## src/rtl/imem_loader_if.sv

```systemverilog
// imem_loader_if: groups the host byte stream, the instruction-memory write port and the
// core start/done pair into one bundle. The master modport is the loader's view; the slave
// modport is the view of the host, memory and core around it.
interface imem_loader_if;
    logic [7:0] rx_data;
    logic       rx_valid;
    logic       rx_ready;
    logic       imem_we;
    logic [7:0] imem_addr;
    logic [8:0] imem_wdata;
    logic       core_start;
    logic       core_done;

    modport master (
        input  rx_data,
        input  rx_valid,
        input  core_done,
        output rx_ready,
        output imem_we,
        output imem_addr,
        output imem_wdata,
        output core_start
    );

    modport slave (
        output rx_data,
        output rx_valid,
        output core_done,
        input  rx_ready,
        input  imem_we,
        input  imem_addr,
        input  imem_wdata,
        input  core_start
    );
endinterface

```

## src/rtl/imem_loader.sv

```systemverilog
// imem_loader: assembles 9-bit instructions from a host byte stream, writes them into the
// instruction memory, then starts the core and waits for it to report done.
// Optional feature macro: IMEM_LOADER_CHECKSUM_EN adds a trailing XOR checksum byte.
module imem_loader #(
    parameter int unsigned START_CYCLES = 2,
    parameter logic [7:0]  BASE_ADDR    = 8'h00
) (
    input  logic          clk,
    input  logic          rst_n,
    imem_loader_if.master bus,
    output logic          busy,
    output logic          run_done,
    output logic          err,
    output logic [8:0]    word_cnt
);
    localparam int unsigned   CntW      = (START_CYCLES > 1) ? $clog2(START_CYCLES) : 1;
    localparam logic [CntW-1:0] StartLast = CntW'(START_CYCLES - 1);

    typedef enum logic [2:0] {
        StIdle,
        StLo,
        StHi,
        StWr,
`ifdef IMEM_LOADER_CHECKSUM_EN
        StChk,
`endif
        StStart,
        StRun
    } state_e;

    state_e          r_state, w_state_d;
    logic            r_rdy_en;
    logic [8:0]      r_count, w_count_d;
    logic [7:0]      r_lo, w_lo_d;
    logic            r_imem_we, w_imem_we_d;
    logic [7:0]      r_imem_addr, w_imem_addr_d;
    logic [8:0]      r_imem_wdata, w_imem_wdata_d;
    logic            r_core_start, w_core_start_d;
    logic [CntW-1:0] r_start_cnt, w_start_cnt_d;
    logic            r_busy, w_busy_d;
    logic            r_run_done, w_run_done_d;
    logic            r_err, w_err_d;
    logic [8:0]      r_word_cnt, w_word_cnt_d;
    logic            w_rx_ready;
    logic            w_accept;
`ifdef IMEM_LOADER_CHECKSUM_EN
    logic [7:0]      r_csum, w_csum_d;
`endif

    // Ready decodes the byte-accepting states; r_rdy_en keeps it low while in reset
    always_comb begin
        w_rx_ready = 1'b0;
        case (r_state)
            StIdle, StLo, StHi: w_rx_ready = r_rdy_en;
`ifdef IMEM_LOADER_CHECKSUM_EN
            StChk:              w_rx_ready = r_rdy_en;
`endif
            default:            w_rx_ready = 1'b0;
        endcase
    end

    assign w_accept = bus.rx_valid && w_rx_ready;

    // Next-state and next-value logic for every registered output
    always_comb begin
        w_state_d      = r_state;
        w_count_d      = r_count;
        w_lo_d         = r_lo;
        w_imem_we_d    = 1'b0;
        w_imem_addr_d  = r_imem_addr;
        w_imem_wdata_d = r_imem_wdata;
        w_core_start_d = 1'b0;
        w_start_cnt_d  = r_start_cnt;
        w_run_done_d   = r_run_done;
        w_err_d        = r_err;
        w_word_cnt_d   = r_word_cnt;
`ifdef IMEM_LOADER_CHECKSUM_EN
        w_csum_d       = r_csum;
`endif
        case (r_state)
            StIdle: begin
                if (w_accept) begin
                    // Header 0 encodes a full 256-word image
                    w_count_d     = {(bus.rx_data == 8'd0), bus.rx_data};
                    w_run_done_d  = 1'b0;
                    w_err_d       = 1'b0;
                    w_word_cnt_d  = 9'd0;
                    w_imem_addr_d = BASE_ADDR;
`ifdef IMEM_LOADER_CHECKSUM_EN
                    w_csum_d      = bus.rx_data;
`endif
                    w_state_d     = StLo;
                end
            end
            StLo: begin
                if (w_accept) begin
                    w_lo_d    = bus.rx_data;
`ifdef IMEM_LOADER_CHECKSUM_EN
                    w_csum_d  = r_csum ^ bus.rx_data;
`endif
                    w_state_d = StHi;
                end
            end
            StHi: begin
                if (w_accept) begin
                    w_imem_wdata_d = {bus.rx_data[0], r_lo};
                    w_imem_we_d    = 1'b1;
                    if (bus.rx_data[7:1] != 7'd0) begin
                        w_err_d = 1'b1;
                    end
`ifdef IMEM_LOADER_CHECKSUM_EN
                    w_csum_d       = r_csum ^ bus.rx_data;
`endif
                    w_state_d      = StWr;
                end
            end
            StWr: begin
                w_imem_addr_d = r_imem_addr + 8'd1;
                w_word_cnt_d  = r_word_cnt + 9'd1;
                if ((r_word_cnt + 9'd1) < r_count) begin
                    w_state_d = StLo;
                end else begin
`ifdef IMEM_LOADER_CHECKSUM_EN
                    w_state_d = StChk;
`else
                    if (r_err) begin
                        w_state_d = StIdle;
                    end else begin
                        w_state_d      = StStart;
                        w_core_start_d = 1'b1;
                        w_start_cnt_d  = '0;
                    end
`endif
                end
            end
`ifdef IMEM_LOADER_CHECKSUM_EN
            StChk: begin
                if (w_accept) begin
                    if (r_err || (bus.rx_data != r_csum)) begin
                        w_err_d   = 1'b1;
                        w_state_d = StIdle;
                    end else begin
                        w_state_d      = StStart;
                        w_core_start_d = 1'b1;
                        w_start_cnt_d  = '0;
                    end
                end
            end
`endif
            StStart: begin
                if (r_start_cnt == StartLast) begin
                    w_state_d = StRun;
                end else begin
                    w_start_cnt_d  = r_start_cnt + 1'b1;
                    w_core_start_d = 1'b1;
                end
            end
            StRun: begin
                if (bus.core_done) begin
                    w_run_done_d = 1'b1;
                    w_state_d    = StIdle;
                end
            end
            default: w_state_d = StIdle;
        endcase
        w_busy_d = (w_state_d != StIdle);
    end

    // State register
    always_ff @(posedge clk or negedge rst_n) begin
        if (!rst_n) begin
            r_state <= StIdle;
        end else begin
            r_state <= w_state_d;
        end
    end

    // Datapath and registered outputs
    always_ff @(posedge clk or negedge rst_n) begin
        if (!rst_n) begin
            r_rdy_en     <= 1'b0;
            r_count      <= 9'd0;
            r_lo         <= 8'd0;
            r_imem_we    <= 1'b0;
            r_imem_addr  <= BASE_ADDR;
            r_imem_wdata <= 9'd0;
            r_core_start <= 1'b0;
            r_start_cnt  <= '0;
            r_busy       <= 1'b0;
            r_run_done   <= 1'b0;
            r_err        <= 1'b0;
            r_word_cnt   <= 9'd0;
`ifdef IMEM_LOADER_CHECKSUM_EN
            r_csum       <= 8'd0;
`endif
        end else begin
            r_rdy_en     <= 1'b1;
            r_count      <= w_count_d;
            r_lo         <= w_lo_d;
            r_imem_we    <= w_imem_we_d;
            r_imem_addr  <= w_imem_addr_d;
            r_imem_wdata <= w_imem_wdata_d;
            r_core_start <= w_core_start_d;
            r_start_cnt  <= w_start_cnt_d;
            r_busy       <= w_busy_d;
            r_run_done   <= w_run_done_d;
            r_err        <= w_err_d;
            r_word_cnt   <= w_word_cnt_d;
`ifdef IMEM_LOADER_CHECKSUM_EN
            r_csum       <= w_csum_d;
`endif
        end
    end

    assign bus.rx_ready   = w_rx_ready;
    assign bus.imem_we    = r_imem_we;
    assign bus.imem_addr  = r_imem_addr;
    assign bus.imem_wdata = r_imem_wdata;
    assign bus.core_start = r_core_start;
    assign busy           = r_busy;
    assign run_done       = r_run_done;
    assign err            = r_err;
    assign word_cnt       = r_word_cnt;
endmodule

```

## src/flat_wrapper.sv

```systemverilog
// flat-port wrapper written by rule: the top's interface ports become plain ports
module imem_loader_flat 
#(
    parameter int unsigned START_CYCLES = 2,
    parameter logic [7:0]  BASE_ADDR    = 8'h00
)
  (clk, rst_n, busy, run_done, err, word_cnt, bus_rx_data, bus_rx_valid, bus_core_done, bus_rx_ready, bus_imem_we, bus_imem_addr, bus_imem_wdata, bus_core_start);
  imem_loader_if bus_i ();
  input  logic clk;
  input  logic rst_n;
  output logic busy;
  output logic run_done;
  output logic err;
  output logic [8:0] word_cnt;
  input wire logic [$bits(bus_i.rx_data)-1:0] bus_rx_data;
  input wire logic [$bits(bus_i.rx_valid)-1:0] bus_rx_valid;
  input wire logic [$bits(bus_i.core_done)-1:0] bus_core_done;
  output wire logic [$bits(bus_i.rx_ready)-1:0] bus_rx_ready;
  output wire logic [$bits(bus_i.imem_we)-1:0] bus_imem_we;
  output wire logic [$bits(bus_i.imem_addr)-1:0] bus_imem_addr;
  output wire logic [$bits(bus_i.imem_wdata)-1:0] bus_imem_wdata;
  output wire logic [$bits(bus_i.core_start)-1:0] bus_core_start;
  assign bus_i.rx_data = bus_rx_data;
  assign bus_i.rx_valid = bus_rx_valid;
  assign bus_i.core_done = bus_core_done;
  assign bus_rx_ready = bus_i.rx_ready;
  assign bus_imem_we = bus_i.imem_we;
  assign bus_imem_addr = bus_i.imem_addr;
  assign bus_imem_wdata = bus_i.imem_wdata;
  assign bus_core_start = bus_i.core_start;
  imem_loader #(.START_CYCLES(START_CYCLES), .BASE_ADDR(BASE_ADDR)) u_core (.clk(clk), .rst_n(rst_n), .bus(bus_i), .busy(busy), .run_done(run_done), .err(err), .word_cnt(word_cnt));
endmodule
```

## config.mk

```make
export PLATFORM = sky130hd
export DESIGN_NAME = imem_loader_flat
export DESIGN_NICKNAME = d
export VERILOG_FILES = /design/src/rtl/imem_loader_if.sv /design/src/rtl/imem_loader.sv /design/src/flat_wrapper.sv
export SDC_FILE = /design/constraint.sdc
export NUM_CORES = 1
export LEC_CHECK = 0
export CAP_MARGIN = 10
export CORE_MARGIN = 2
export CORE_UTILIZATION = 57
export DETAILED_ROUTE_END_ITERATION = 10
export PLACE_DENSITY = 0.88
export SYNTH_ARGS = -nofsm -noshare
export SYNTH_HDL_FRONTEND = slang
export SYNTH_SLANG_ARGS = --single-unit
```

## constraint.sdc

```tcl
create_clock -name clk -period 3.8 [get_ports clk]
set_input_delay 0.76 -clock clk [delete_from_list [all_inputs] [get_ports clk]]
set_output_delay 0.76 -clock clk [all_outputs]
set_load 0.03 [all_outputs]
```

==> results.py <==
metrics = {
    "timing": {
        "clock.fmax_mhz": 389,
        "setup_tns_ns": 0,
        "period_share": 0.677,
        "whs_ns": 0.401,
        "fin_skew_ns": 0.00536,
        "slew_headroom": 0.373,
        "setup_viol": 0,
        "period_minus_slack_ns": 2.57,
        "rsz0062_at_grt": "no",
        "slew_violations": 0,
        "worst_pin_slew_ns": 0.937,
        "hold_violations": 0,
    },
    "setup_path": {
        "r2r-start": "u_core.word_cnt[0]$_DFFE_PN0P_",
        "worstPathCellList": "nand2_1 > and3_1 > clkdlybuf4s50_1",
        "crit_path_end_kind": "output pin",
        "crit_type": "reg2out",
        "cp_slowest_cell": "clkdlybuf4s50_1",
        "crit_arrival_ns": 1.81,
        "worstPathMaxFanout": 12,
        "max_stage_delay_ns": 0.66,
        "required_ns": 3.04,
        "r2r.worst_path.cells": 9,
        "worstReg2RegEnd": "u_core.r_state[0]$_DFF_PN0_",
        "startpoint_type": "flip-flop",
        "rrSetupSlack_ns": 1.34,
    },
    "synth": {
        "synth_edf_count": 0,
        "synth-seq-area-share": 0.516,
        "syn_area_per_cell_sq_um": 10.3,
        "yosysTopAreaCell": "dfrtp_1",
        "yosysMostFrequentCell": "dfrtp_1",
        "yosysUniqueCellTypes": 38,
        "yosys_warnings": 0,
        "synthArstFlopShare": 1.00,
        "synthTopCellsByCount": "dfrtp_1, nand2_1, o21ai_0",
        "ys.flop_type": "dfrtp_1",
        "synth_fp_nets": 271,
        "synth_area_sq_um": 2570,
        "yosys-top-cells-area": "dfrtp_1, nand2_1, o21ai_0, ha_1, mux2_4",
        "synth_cells": 249,
        "synth.ff_latch_count": 53,
        "synth_top_area_share": 0.516,
    },
    "pwr": {
        "p_sw_mw": 0.811,
        "netSwitchingFraction": 0.381,
        "vdd_drop_max_uv": 414,
        "p_clk_frac": 0.162,
        "pwr-share-seq": 0.418,
        "intPower_mw": 1.32,
        "power_density_nw_per_um2": 681,
        "combPwrFrac": 0.421,
        "p_leak_nw": 1.47,
    },
    "finish": {
        "drive_above_1_share": 0.106,
        "nets": 314,
        "diodes": 0,
        "syn2layout_area_growth_pct": 21.5,
    },
    "grt": {
        "grtUsageTotal": 0.218,
        "globalRouteOverflowTotal": 0,
        "grt_pass1_wl_mm": 8.69,
        "grt_max_degree": 32,
        "grt_pass1_vias": 1847,
        "antenna_found_initial": 0,
    },
    "detailed_routing": {
        "drt_pass1_iterations": 4,
        "vias": 1942,
        "wirelength_mm": 5.13,
        "drc": 0,
        "drt_first_iter_violations": 130,
        "drtAntennaViolNets": 0,
        "wl_per_cell_microns": 14.9,
        "viasPerCell": 5.63,
    },
    "clock_tree": {
        "cts_max_level": 2,
        "postCtsResizedCells": 0,
        "root_buffer": "clkbuf_8",
        "post_cts_buffers": 0,
        "cts_tree": "yes",
        "clock_latency_ns": 0.31,
        "cts_hold_buf": 0,
        "cts_max_path_buffers": 2,
        "cts_num_sinks": 53,
        "cts_buffers": 5,
        "clkTransAtPathRegs_ns": 0.09,
    },
    "status": {
        "status": "complete, no violations",
    },
    "die": {
        "core_area_sq_um": 4350,
        "io_pins": 44,
        "die_w_microns": 71.2,
        "dieArea_sq_um": 5070,
        "start_util": 0.591,
        "die_height_microns": 71.2,
        "core.rowCount": 24,
    },
    "placed_design": {
        "dpl.hpwl_mm": 3.62,
        "io_buffers": 43,
        "gp_congestion": 0.816,
    },
    "flow_run": {
        "max_cap_violations": 0,
    },
    "worst_hold_path": {
        "min_path_type": "in2async",
    },
}
## area by class of cell
class	instances	area [sq um]
flip-flops and latches	53	1330
fillers	317	1230
multi-input cells	175	1150
repair buffers	45	440
clock buffers	7	96.3
well taps	52	65.1
inverters	12	45.0
clock inverters	1	5.00
## routing by layer
metal	routed length, microns	GRT usage	share of wire	up-vias
met5	0	0	0	-
met4	77	0.0713	0.015	0
met3	244	0.0541	0.048	11
met2	2440	0.344	0.48	49
met1	2360	0.297	0.46	935
li1	-	-	-	947
## critical path, delay by kind of cell (launching register included)
| kind | cells | cell delay, ns |
|---|---|---|
| buffers and inverters | 1 | 0.66 |
| flip-flops | 1 | 0.51 |
| AND/OR/NAND/NOR | 2 | 0.33 |
## metrics by stage
stage	utilization	setup slack [ns]	instances	power, mW	instance area (sq um)
4_1_cts	0.718	1.24	345	2.14	3130
2_1_floorplan	-	1.47	249	1.49	2570
3_5_place_dp	0.695	1.15	337	1.79	3020
6_report	0.718	1.23	345	2.13	3130
3_3_place_gp	0.695	1.21	337	1.75	3020
5_1_grt	0.718	1.10	345	2.26	3130
## flip-flops by register name, summed over array words and instances (netlist names)
register / count
u_core.bus.imem_wdata: 9
u_core.r_count: 9
u_core.word_cnt: 9
u_core.bus.imem_addr: 8
u_core.r_lo: 8
u_core.r_state: 3
u_core.bus.core_start: 1
u_core.bus.imem_we: 1
u_core.busy: 1
u_core.err: 1
u_core.r_rdy_en: 1
u_core.r_start_cnt: 1
u_core.run_done: 1
## cell usage in the layout, fill, tap and decap left out, drive strengths merged, types with 2 or more instances in the layout
cell	instances
ha	10
and2	2
o21ai	30
a22o	3
xor2	5
mux2	17
nand3	5
o2bb2ai	2
clkdlybuf4s50	42
nor2	14
nor3	4
nor4	2
nand3b	3
or3	3
mux2i	2
clkbuf	7
inv	12
nand2	40
buf	3
dfrtp	53
a21o	3
xnor2	2
a21oi	10
and3	2
nand4	4
o21bai	3
## power by group through the flow
stage	clock network [mW]	logic, mW	registers, mW
6_report	0.344	0.896	0.889
5_1_grt	0.369	0.981	0.914
4_1_cts	0.347	0.902	0.889
3_5_place_dp	0	0.892	0.897
3_3_place_gp	0	0.859	0.887
2_1_floorplan	0	0.486	1.00
## worst max-delay path by stage
stage	to	cells after the start	slack (ns)	start
6_report	bus_rx_ready	3	1.23	u_core.r_state[1]$_DFF_PN0_
5_1_grt	u_core.bus.core_start$_DFF_PN0_	9	1.10	u_core.word_cnt[0]$_DFFE_PN0P_
4_1_cts	bus_rx_ready	3	1.24	u_core.r_state[1]$_DFF_PN0_
3_5_place_dp	u_core.bus.imem_wdata[2]$_DFFE_PN0P_	4	1.15	bus_rx_valid
3_3_place_gp	u_core.bus.imem_wdata[0]$_DFFE_PN0P_	4	1.21	bus_rx_valid
2_1_floorplan	u_core.r_state[0]$_DFF_PN0_	9	1.47	u_core.word_cnt[0]$_DFFE_PN0P_
## logic make-up after synthesis
kind of cell | share of synthesized area
AND/OR/NAND/NOR | 0.146
AO/OA/AOI/OAI | 0.132
flip-flops | 0.516
buffers and inverters | 0.0384
multiplexers | 0.0939
adder cells (fa/ha/maj) | 0.0486
XOR/XNOR | 0.0238
other | 0.00146
Note: power is estimated with default switching activity, not from simulation.
==> patch, RTL diff (config.mk and constraints unchanged) <==
Re-encode `state_e` (6 states) as Gray code, 3 bits wide.
--- a/src/rtl/imem_loader.sv
+++ b/src/rtl/imem_loader.sv
@@ -19,6 +19,6 @@
     typedef enum logic [2:0] {
-        StIdle,
-        StLo,
-        StHi,
-        StWr,
+        StIdle  = 3'b000,
+        StLo    = 3'b001,
+        StHi    = 3'b011,
+        StWr    = 3'b010,
 `ifdef IMEM_LOADER_CHECKSUM_EN
@@ -26,4 +26,4 @@
 `endif
-        StStart,
-        StRun
+        StStart = 3'b110,
+        StRun   = 3'b111
     } state_e;
Function: no difference found for any inputs over 10 cycles, from zero or initial values and one cycle with rst_n low; not proved beyond that.
==> patch against the unedited design <==
- total power grew 0.94%
- sequential cell count is the same
- setup slack lost 250 ps
- cell area shrank 0.76%
- routed wire length grew 1.1%
- synthesized area shrank 0.68%
- clock power shrank 7.6%
- critical path depth is the same
==> patch: results <==
{
  "dr.pass1.iters": 5,
  "placed_cells": 328,
  "grt_pass1_wl_um": 8930,
  "grtUsageMet2_pct": 35.0,
  "syn_nets": 262,
  "synth-adder-area-share_pct": 4.90,
  "area_growth_pct": 21.4,
  "status": "complete, no violations",
  "ys_types": 45,
  "drt_iter0_drc": 90,
  "final_cells": 336,
  "fin_skew_ps": 4.34,
  "synth-seq-area-share_pct": 51.9,
  "post-place-ws_ps": 1250,
  "wl_per_cell_um": 15.4,
  "drive_above_1_share_pct": 10.2,
  "grt_max_degree": 31,
  "fin_nets": 305,
  "placed_area_sq_mm": 0.00301,
  "gp_congestion": 0.800,
  "grt_use_met1_pct": 31.7,
  "worstPathMaxFanout": 15,
  "track_usage_pct": 22.5,
  "crit_arrival_ps": 2060,
  "synth_compound_area_share_pct": 15.7,
  "synthTopCellsByCount": "53 x dfrtp_1, 31 x nand2_1, 25 x o21ai_0",
  "synth_xor_area_share_pct": 2.40,
  "peakVddDrop_mv": 0.432,
  "grt_pass1_vias": 1926,
  "synth_mux_area_share_pct": 7.88
}
[patch: cell types whose count changed after synthesis, moves of 5 or more]
| cell | before | now |
|---|---|---|
| nand2_1 | 40 | 31 |
| nor2_1 | 14 | 5 |
| mux2_2 | 9 | 17 |
| mux2_4 | 8 | 0 |
| o21ai_0 | 30 | 25 |
[patch: layout make-up]
class,count,area [sq um]
Multi-Input combinational cell,164,1130
Timing Repair Buffer,45,440
Tap cell,52,65.1
Clock buffer,6,72.6
Sequential cell,53,1330
Inverter,14,52.6
Fill cell,322,1220
Clock inverter,2,15.0
[patch: logic make-up after synthesis]
group / after synthesis
xor+xnor: 7
flops: 53
compound gates: 64
fa+ha+maj: 10
other cells: 1
buf+inv: 23
mux: 18
simple gates: 64
[patch: path summary, 6_finish.rpt]
kind	start	end	slack (ps)
min reg2reg	u_core.bus.imem_addr[7]$_DFFE_PN0P_	u_core.bus.imem_addr[7]$_DFFE_PN0P_	500
min in group clk	u_core.bus.imem_addr[7]$_DFFE_PN0P_	u_core.bus.imem_addr[7]$_DFFE_PN0P_	500
max reg2reg	u_core.word_cnt[0]$_DFFE_PN0P_	u_core.r_state[1]$_DFF_PN0_	1280
min	rst_n	u_core.r_lo[0]$_DFFE_PN0P_	420
max	u_core.r_state[0]$_DFF_PN0_	bus_rx_ready	980
max in group asynchronous	rst_n	u_core.word_cnt[2]$_DFFE_PN0P_	2610
[patch: critical path, delay by kind of cell (launching register included)]
kind          cells  cell delay, ps
buf+inv           1             710
flops             1             610
simple gates      2             420
[patch: routing by layer]
layer	vias to the layer above	wire [um]
li1	944	-
met1	960	2380
met2	51	2470
met3	8	252
met4	0	78
met5	-	0
[patch: report_power, final]
group	leakage [nW]	total [mW]	internal, mW	switching [mW]
Combinational	0.636	0.932	0.417	0.515
Sequential	0.672	0.900	0.753	0.147
Clock	0.0374	0.318	0.130	0.188
Total	1.35	2.15	1.30	0.850
